==> config.mk <==
export PLATFORM = sky130hd
export DESIGN_NAME = acc_writeback_flat
export DESIGN_NICKNAME = d
export VERILOG_FILES = /design/src/rtl/acc_wb_pkg.sv /design/src/rtl/acc_wb_if.sv /design/src/rtl/acc_writeback_requant_sat.sv /design/src/rtl/acc_writeback.sv /design/src/flat_wrapper.sv
export SDC_FILE = /design/constraint.sdc
export NUM_CORES = 1
export LEC_CHECK = 0
export CORE_AREA = 8 8 150 152
export CTS_CLUSTER_DIAMETER = 40
export CTS_CLUSTER_SIZE = 16
export DETAILED_ROUTE_END_ITERATION = 16
export DIE_AREA = 0 0 158 160
export HOLD_SLACK_MARGIN = 0.12
export PLACE_DENSITY_LB_ADDON = 0.08
export SLEW_MARGIN = 20
export SYNTH_ARGS = -nofsm -noshare
export SYNTH_HDL_FRONTEND = slang
export SYNTH_SLANG_ARGS = --single-unit
export TNS_END_PERCENT = 100
==> constraint.sdc <==
create_clock -name clk -period 7 [get_ports clk]
set_input_delay 0.7 -clock clk [delete_from_list [all_inputs] [get_ports clk]]
set_output_delay 0.7 -clock clk [all_outputs]
set_load 0.005 [all_outputs]
==> src/rtl/acc_wb_pkg.sv <==
// Shared types and default widths for the accumulator writeback stage.
// Optional feature macro: ACC_WB_SATCNT_EN (saturation event counter).
package acc_wb_pkg;

  localparam int ACC_W_D = 32;          // signed accumulator / bias width
  localparam int DW_D    = 16;          // signed output word width
  localparam int AW_D    = 10;          // output buffer address width
  // Two bits of headroom: one for acc+bias, one for the rounding add.
  localparam int SUM_W   = ACC_W_D + 2;

  typedef enum logic [1:0] {
    IDLE,
    FRAME,
    LASTROW
  } wb_state_e;

  // One pipeline slot: a data beat, an end-of-frame token, or empty.
  typedef struct packed {
    logic                    valid;
    logic                    eof;
    logic                    bank;
    logic [AW_D-1:0]         addr;
    logic signed [SUM_W-1:0] data;
  } beat_t;

endpackage

==> src/rtl/acc_wb_if.sv <==
// Beat bus from out_ctrl and write bus to the ping-pong output buffer.
// master = upstream/buffer side, slave = acc_writeback.
interface acc_wb_if
  import acc_wb_pkg::*;
#(
  parameter int ACC_W = ACC_W_D,
  parameter int DW    = DW_D,
  parameter int AW    = AW_D
) ();

  logic                    outr;
  logic                    outrf;
  logic [AW-1:0]           oa;
  logic signed [ACC_W-1:0] acc;
  logic signed [ACC_W-1:0] bias;

  logic                    wr_v;
  logic                    wr_bank;
  logic [AW-1:0]           wr_a;
  logic [DW-1:0]           wr_d;

  modport master (
    output outr, outrf, oa, acc, bias,
    input  wr_v, wr_bank, wr_a, wr_d
  );

  modport slave (
    input  outr, outrf, oa, acc, bias,
    output wr_v, wr_bank, wr_a, wr_d
  );

endinterface

==> src/rtl/acc_writeback_requant_sat.sv <==
// Combinational requantiser split across two pipeline stages:
//   S2 half: round half up and arithmetic right shift of the biased sum;
//   S3 half: optional ReLU, then clamp to the signed DW range.
module requant_sat
  import acc_wb_pkg::*;
#(
  parameter int DW = DW_D,
  parameter int SW = SUM_W
) (
  input  logic signed [SW-1:0] i_sum,
  input  logic [4:0]           i_qshift,
  output logic signed [SW-1:0] o_shv,
  input  logic signed [SW-1:0] i_shv,
  input  logic                 i_relu_en,
  output logic [DW-1:0]        o_data,
  output logic                 o_sat
);

  localparam logic signed [SW-1:0] MAXV = {{(SW-DW+1){1'b0}}, {(DW-1){1'b1}}};
  localparam logic signed [SW-1:0] MINV = ~MAXV;

  logic signed [SW-1:0] w_rnd;

  // Rounding constant is half an output LSB; no rounding when unshifted.
  assign w_rnd = (i_qshift != 5'd0) ? (SW'(1) << (i_qshift - 5'd1)) : '0;
  assign o_shv = (i_sum + w_rnd) >>> i_qshift;

  // ReLU takes precedence; otherwise clamp and flag any clipping.
  // NOTE: every output gets a default first so no path through the ifs infers a latch.
  always_comb begin
    o_data = i_shv[DW-1:0];
    o_sat  = 1'b0;
    if (i_relu_en && i_shv[SW-1]) begin
      o_data = '0;
    end else if (i_shv > MAXV) begin
      o_data = MAXV[DW-1:0];
      o_sat  = 1'b1;
    end else if (i_shv < MINV) begin
      o_data = MINV[DW-1:0];
      o_sat  = 1'b1;
    end
  end

endmodule

==> src/rtl/acc_writeback.sv <==
// Writeback stage behind out_ctrl: bias add, requantise, ReLU, saturate and
// write into the selected ping-pong bank, with a fixed 3-cycle latency and a
// one-cycle s_fin per frame. Optional macro ACC_WB_SATCNT_EN adds sat_cnt.
// Beat struct widths follow the package defaults.
module acc_writeback
  import acc_wb_pkg::*;
#(
  parameter int ACC_W = ACC_W_D,
  parameter int DW    = DW_D,
  parameter int AW    = AW_D
) (
  input  logic        clk,
  input  logic        reset,
  input  logic        run,
  acc_wb_if.slave     bus,
  input  logic [4:0]  qshift,
  input  logic        relu_en,
  input  logic        outp,
  output logic        s_fin,
  output logic        busy
`ifdef ACC_WB_SATCNT_EN
  ,
  output logic [15:0] sat_cnt
`endif
);

  localparam int SW = SUM_W;

  wb_state_e            r_state, w_state_nxt;
  logic                 w_eof_inj;
  logic                 w_clr;
  logic                 r_bank;
  logic                 w_beat_bank;
  logic signed [SW-1:0] w_acc_x, w_bias_x, w_sum, w_shv;
  logic [DW-1:0]        w_data;
  logic                 w_sat;
  beat_t                r_s1, r_s2;
  logic                 r_wr_v, r_wr_bank, r_s_fin;
  logic [AW-1:0]        r_wr_a;
  logic [DW-1:0]        r_wr_d;

  // Dropping run behaves exactly like reset: everything in flight is discarded.
  assign w_clr = reset | ~run;

  // Next state and end-of-frame token injection.
  always_comb begin
    w_state_nxt = r_state;
    w_eof_inj   = 1'b0;
    case (r_state)
      IDLE:    if (bus.outr) w_state_nxt = bus.outrf ? LASTROW : FRAME;
      FRAME:   if (bus.outr && bus.outrf) w_state_nxt = LASTROW;
      LASTROW: if (!bus.outr) begin
                 w_eof_inj   = 1'b1;
                 w_state_nxt = IDLE;
               end
      default: w_state_nxt = IDLE;
    endcase
  end

  // State register.
  // NOTE: sequential state uses non-blocking assignments so every register samples pre-edge values.
  always_ff @(posedge clk) begin
    if (w_clr) r_state <= IDLE;
    else       r_state <= w_state_nxt;
  end

  // Bank is latched on the first beat of a frame; outp is ignored afterwards.
  always_ff @(posedge clk) begin
    if (w_clr)                            r_bank <= 1'b0;
    else if (r_state == IDLE && bus.outr) r_bank <= outp;
  end

  // The opening beat must carry the new bank before the latch updates.
  assign w_beat_bank = (r_state == IDLE) ? outp : r_bank;

  // Sign-extend into the headroom width; the sum cannot overflow.
  assign w_acc_x  = {{(SW-ACC_W){bus.acc[ACC_W-1]}},  bus.acc};
  assign w_bias_x = {{(SW-ACC_W){bus.bias[ACC_W-1]}}, bus.bias};
  assign w_sum    = w_acc_x + w_bias_x;

  requant_sat #(.DW(DW), .SW(SW)) u_requant (
    .i_sum     (r_s1.data),
    .i_qshift  (qshift),
    .o_shv     (w_shv),
    .i_shv     (r_s2.data),
    .i_relu_en (relu_en),
    .o_data    (w_data),
    .o_sat     (w_sat)
  );

  // Three fixed pipeline stages; eof tokens ride along in empty slots.
  always_ff @(posedge clk) begin
    if (w_clr) begin
      r_s1      <= '0;
      r_s2      <= '0;
      r_wr_v    <= 1'b0;
      r_wr_bank <= 1'b0;
      r_wr_a    <= '0;
      r_wr_d    <= '0;
      r_s_fin   <= 1'b0;
    end else begin
      r_s1      <= '{valid: bus.outr, eof: w_eof_inj, bank: w_beat_bank,
                     addr: bus.oa, data: w_sum};
      r_s2      <= '{valid: r_s1.valid, eof: r_s1.eof, bank: r_s1.bank,
                     addr: r_s1.addr, data: w_shv};
      r_wr_v    <= r_s2.valid;
      r_wr_bank <= r_s2.bank;
      r_wr_a    <= r_s2.addr;
      r_wr_d    <= w_data;
      r_s_fin   <= r_s2.eof;
    end
  end

  assign bus.wr_v    = r_wr_v;
  assign bus.wr_bank = r_wr_bank;
  assign bus.wr_a    = r_wr_a;
  assign bus.wr_d    = r_wr_d;
  assign s_fin       = r_s_fin;
  assign busy        = (r_state != IDLE) | r_s1.valid | r_s1.eof |
                       r_s2.valid | r_s2.eof | r_wr_v | r_s_fin;

`ifdef ACC_WB_SATCNT_EN
  logic [15:0] r_sat_cnt;

  // Counts clipped writes as they are issued; sticks at all-ones.
  always_ff @(posedge clk) begin
    if (w_clr)
      r_sat_cnt <= '0;
    else if (r_s2.valid && w_sat && r_sat_cnt != 16'hFFFF)
      r_sat_cnt <= r_sat_cnt + 16'd1;
  end

  assign sat_cnt = r_sat_cnt;
`endif

endmodule

==> src/flat_wrapper.sv <==
// flat-port wrapper written by rule: the top's interface ports become plain ports
module acc_writeback_flat import acc_wb_pkg::*;
#(
  parameter int ACC_W = ACC_W_D,
  parameter int DW    = DW_D,
  parameter int AW    = AW_D
)
  (clk, reset, run, qshift, relu_en, outp, s_fin, busy, bus_outr, bus_outrf, bus_oa, bus_acc, bus_bias, bus_wr_v, bus_wr_bank, bus_wr_a, bus_wr_d);
  acc_wb_if #(.ACC_W(ACC_W), .DW(DW), .AW(AW)) bus_i ();
  input  logic clk;
  input  logic reset;
  input  logic run;
  input  logic [4:0] qshift;
  input  logic relu_en;
  input  logic outp;
  output logic s_fin;
  output logic busy;
  input wire logic [$bits(bus_i.outr)-1:0] bus_outr;
  input wire logic [$bits(bus_i.outrf)-1:0] bus_outrf;
  input wire logic [$bits(bus_i.oa)-1:0] bus_oa;
  input wire logic [$bits(bus_i.acc)-1:0] bus_acc;
  input wire logic [$bits(bus_i.bias)-1:0] bus_bias;
  output wire logic [$bits(bus_i.wr_v)-1:0] bus_wr_v;
  output wire logic [$bits(bus_i.wr_bank)-1:0] bus_wr_bank;
  output wire logic [$bits(bus_i.wr_a)-1:0] bus_wr_a;
  output wire logic [$bits(bus_i.wr_d)-1:0] bus_wr_d;
  assign bus_i.outr = bus_outr;
  assign bus_i.outrf = bus_outrf;
  assign bus_i.oa = bus_oa;
  assign bus_i.acc = bus_acc;
  assign bus_i.bias = bus_bias;
  assign bus_wr_v = bus_i.wr_v;
  assign bus_wr_bank = bus_i.wr_bank;
  assign bus_wr_a = bus_i.wr_a;
  assign bus_wr_d = bus_i.wr_d;
  acc_writeback #(.ACC_W(ACC_W), .DW(DW), .AW(AW)) u_core (.clk(clk), .reset(reset), .run(run), .bus(bus_i), .qshift(qshift), .relu_en(relu_en), .outp(outp), .s_fin(s_fin), .busy(busy));
endmodule
==> results.txt <==
Clock transition at path regs: 60 ps
Layout cell share with drive strength beyond 1: 8.23%
Critical path endpoint category: flip-flop
Reg-to-reg setup timing slack: 2860 ps
Crit path DAT: 5790 ps
Largest net degree at the start of global routing: 49
Die area: 0.0253 mm2
Via count: 8995
Postcts setup bufs: 0
#FFs+latches synth: 125
# resized after CTS: 0
Tmin final: 5420 ps
Max IR drop VDD: 0.000125 V
Vias in the first global route: 8715
Worst Tran Pin Value: 1060 ps
Clock tree buffer depth: 2
DP Wirelength: 21000 um
Avg Inst Size Synth: 8.08 um2
Vias per std cell: 5.86
Die height: 160 um
Antenna fix cells: 0
Drt drc: 0
First-pass GRT wire length: 44800 um
Max-Cap Viols: 0
Combinational Power Share: 25.1%
Clock root cell: clkbuf_16
Die width: 158 um
Post-synth EDFFs: 0
Final period util: 77.4%
DRT iter0 DRCs: 804
CP startpoint kind: input port
Distinct cell type count of the synthesized netlist: 80
Worst Clk Skew: 17.5 ps
Hold Buf Count CTS: 0
Crit-path max FO: 13
H-tree Lvls: 4
Synth Warn #: 0
Final setup viols: 0
Slew HR: 29.1%
Crit Path Category: in2reg
CTS tree: yes
Antenna viol nets, final: 0
Row cnt: 52
Syn_nets: 1317
P_leak: 4.65 nW
Most common cell after layout, fill and taps aside: nor2_1
Worst min-delay path class: reg2reg
Routed length per placed instance: 17.9 um
Fmax: 184 MHz
Area delta synth->final: 20.6%
Total Routing Usage GR: 21.8%
Final nets: 1403
Seq/Total Area, Yosys: 26.6%
Asr flop ratio synth: 0%
Io pins: 116
I/O Buffers: 115
TNS Setup: 0 ps
Gp weighted congestion: 0.917
Final wirelength: 27400 um
Worst endpoint required time: 7370 ps
Highest-count cells in the layout ignoring fill and taps: nor2_1 (131), dfxtp_1 (125), clkdlybuf4s50_1 (115)
Outcome: completed
Number of iterations in the first detailed-routing pass: 6
Post-Place Cell Area: 0.0108 mm2
Sw Ratio: 31.1%
Initial core utilization: 47.0%
Clock power share: 40.0%
CTS buffer count: 17
Top FF cell, synth: dfxtp_1
Core Region: 0.0200 mm2
Hold Vio Cnt, Final: 0
Initial antenna violation count: 0
Utilization after layout: 56.7%
Slew Limit Fails: 0
Clk sink count: 125
Mapped Area: 0.00941 mm2
Syn Inst Count: 1165
Overflow after GRT: 0
Part of the power in registers: 35.0%
RSZ-0062 raised after global routing: false
PD cells: 192 mW/mm2
Worst-Skew Late Latency: 430 ps
Switching power of the nets: 0.678 mW
Layout fillers: 1921
Internal Power: 1.50 mW
Final Cell Area: 0.0114 mm2
[worst paths after layout]
path / end / depth (start not counted) / startpoint
hold reg to reg: u_core.r_s2[42] / 1 / u_core.r_s1[42]
setup reg to reg: u_core.r_s2[14] / 12 / u_core.r_s1[0]
setup / recovery: u_core.r_s2[14] / 17 / qshift[2]
hold / removal: u_core.r_s2[42] / 1 / u_core.r_s1[42]
[cell type report]
class / count / area, um2 / share of cell area [%]
clock buffers: 18 / 439 / 3.87
clock inverters: 14 / 146 / 1.29
inverters: 30 / 113 / 0.992
multi-input cells: 949 / 6570 / 57.8
flip-flops and latches: 125 / 2500 / 22.0
well taps: 270 / 338 / 2.98
repair buffers: 128 / 1250 / 11.0
[Yosys cell counts, drive strengths merged, types with 5 or more instances]
library cell	number	area [um2]
nor2	132	495
dfxtp	125	2500
a21oi	83	419
nand2	79	297
ha	64	801
o21ai	57	297
and2	50	313
clkbuf	50	188
nor3	42	215
o21a	37	285
a21o	35	263
mux2i	31	310
nand3	31	155
inv	28	105
xnor2	28	245
a211oi	19	143
mux2	18	206
xor2	18	158
nand4	16	100
o211ai	15	118
a31oi	14	87.6
buf	11	55.1
mux4	11	248
nor4	11	68.8
o31ai	11	87.6
nand2b	10	62.6
a2111oi	9	118
or2	9	56.3
and3	8	50.1
o2111ai	8	70.1
a211o	7	61.3
a31o	7	61.3
and4	6	52.6
nor2b	6	37.5
o22ai	6	43.8
or3	6	37.5
a221oi	5	43.8
a22oi	5	37.5
o211a	5	50.1
[state kept, by name, indices dropped and copies added, names as in the netlist]
register,cells
u_core.r_bank,1
u_core.bus.wr_d,16
u_core.s_fin,1
u_core.bus.wr_v,1
u_core.r_s1,46
u_core.bus.wr_a,10
u_core.r_s2,47
u_core.r_state,2
u_core.bus.wr_bank,1
[power by group through the flow]
stage | clock network [mW] | registers, mW | logic [mW]
floorplan | 0 | 0.776 | 0.368
detailed placement | 0 | 0.779 | 0.537
global route | 0.932 | 0.766 | 0.600
finish | 0.872 | 0.763 | 0.546
CTS | 0.893 | 0.763 | 0.541
global placement | 0 | 0.779 | 0.537
[routing by layer]
metal	wire length, um	GRT usage [%]	up-vias	part of all wire (%)
met5	0	0	-	0
met4	981	10.0	0	3.6
met3	1670	3.51	56	6.1
met2	12100	33.6	329	44
met1	12700	29.3	4111	46
li1	-	-	4499	-
[worst max-delay path: stages]
cell	delay, ps
clkdlybuf4s50_1	490
inv_1	120
buf_4	220
nand2_1	380
nor3_1	90
ha_1	240
fa_1	440
a211oi_1	390
o211ai_2	220
a22oi_1	460
a31oi_1	290
a31oi_1	380
xor2_1	140
mux4_2	570
mux2_2	330
o21ai_0	170
a221o_1	160
[metrics by stage]
stage	power [mW]	setup WS, ps	hold slack [ps]	instances
after floorplan	1.14	1840	406	1165
after global placement	1.32	1320	406	1502
after detailed placement	1.32	1270	411	1502
after CTS	2.20	1710	422	1534
after global routing	2.30	1200	436	1534
final	2.18	1580	420	1534
[cell families after synthesis]
| group | synth area share (%) |
|---|---|
| muxes | 8.12 |
| adders and majority gates | 8.93 |
| buffers and inverters | 3.78 |
| other | 0.0398 |
| DFF | 26.6 |
| xor gates and xnor gates | 4.28 |
| and+or+nand+nor | 21.1 |
| AOI/OAI and AO/OA | 27.1 |
(Power assumes the default switching activity.)
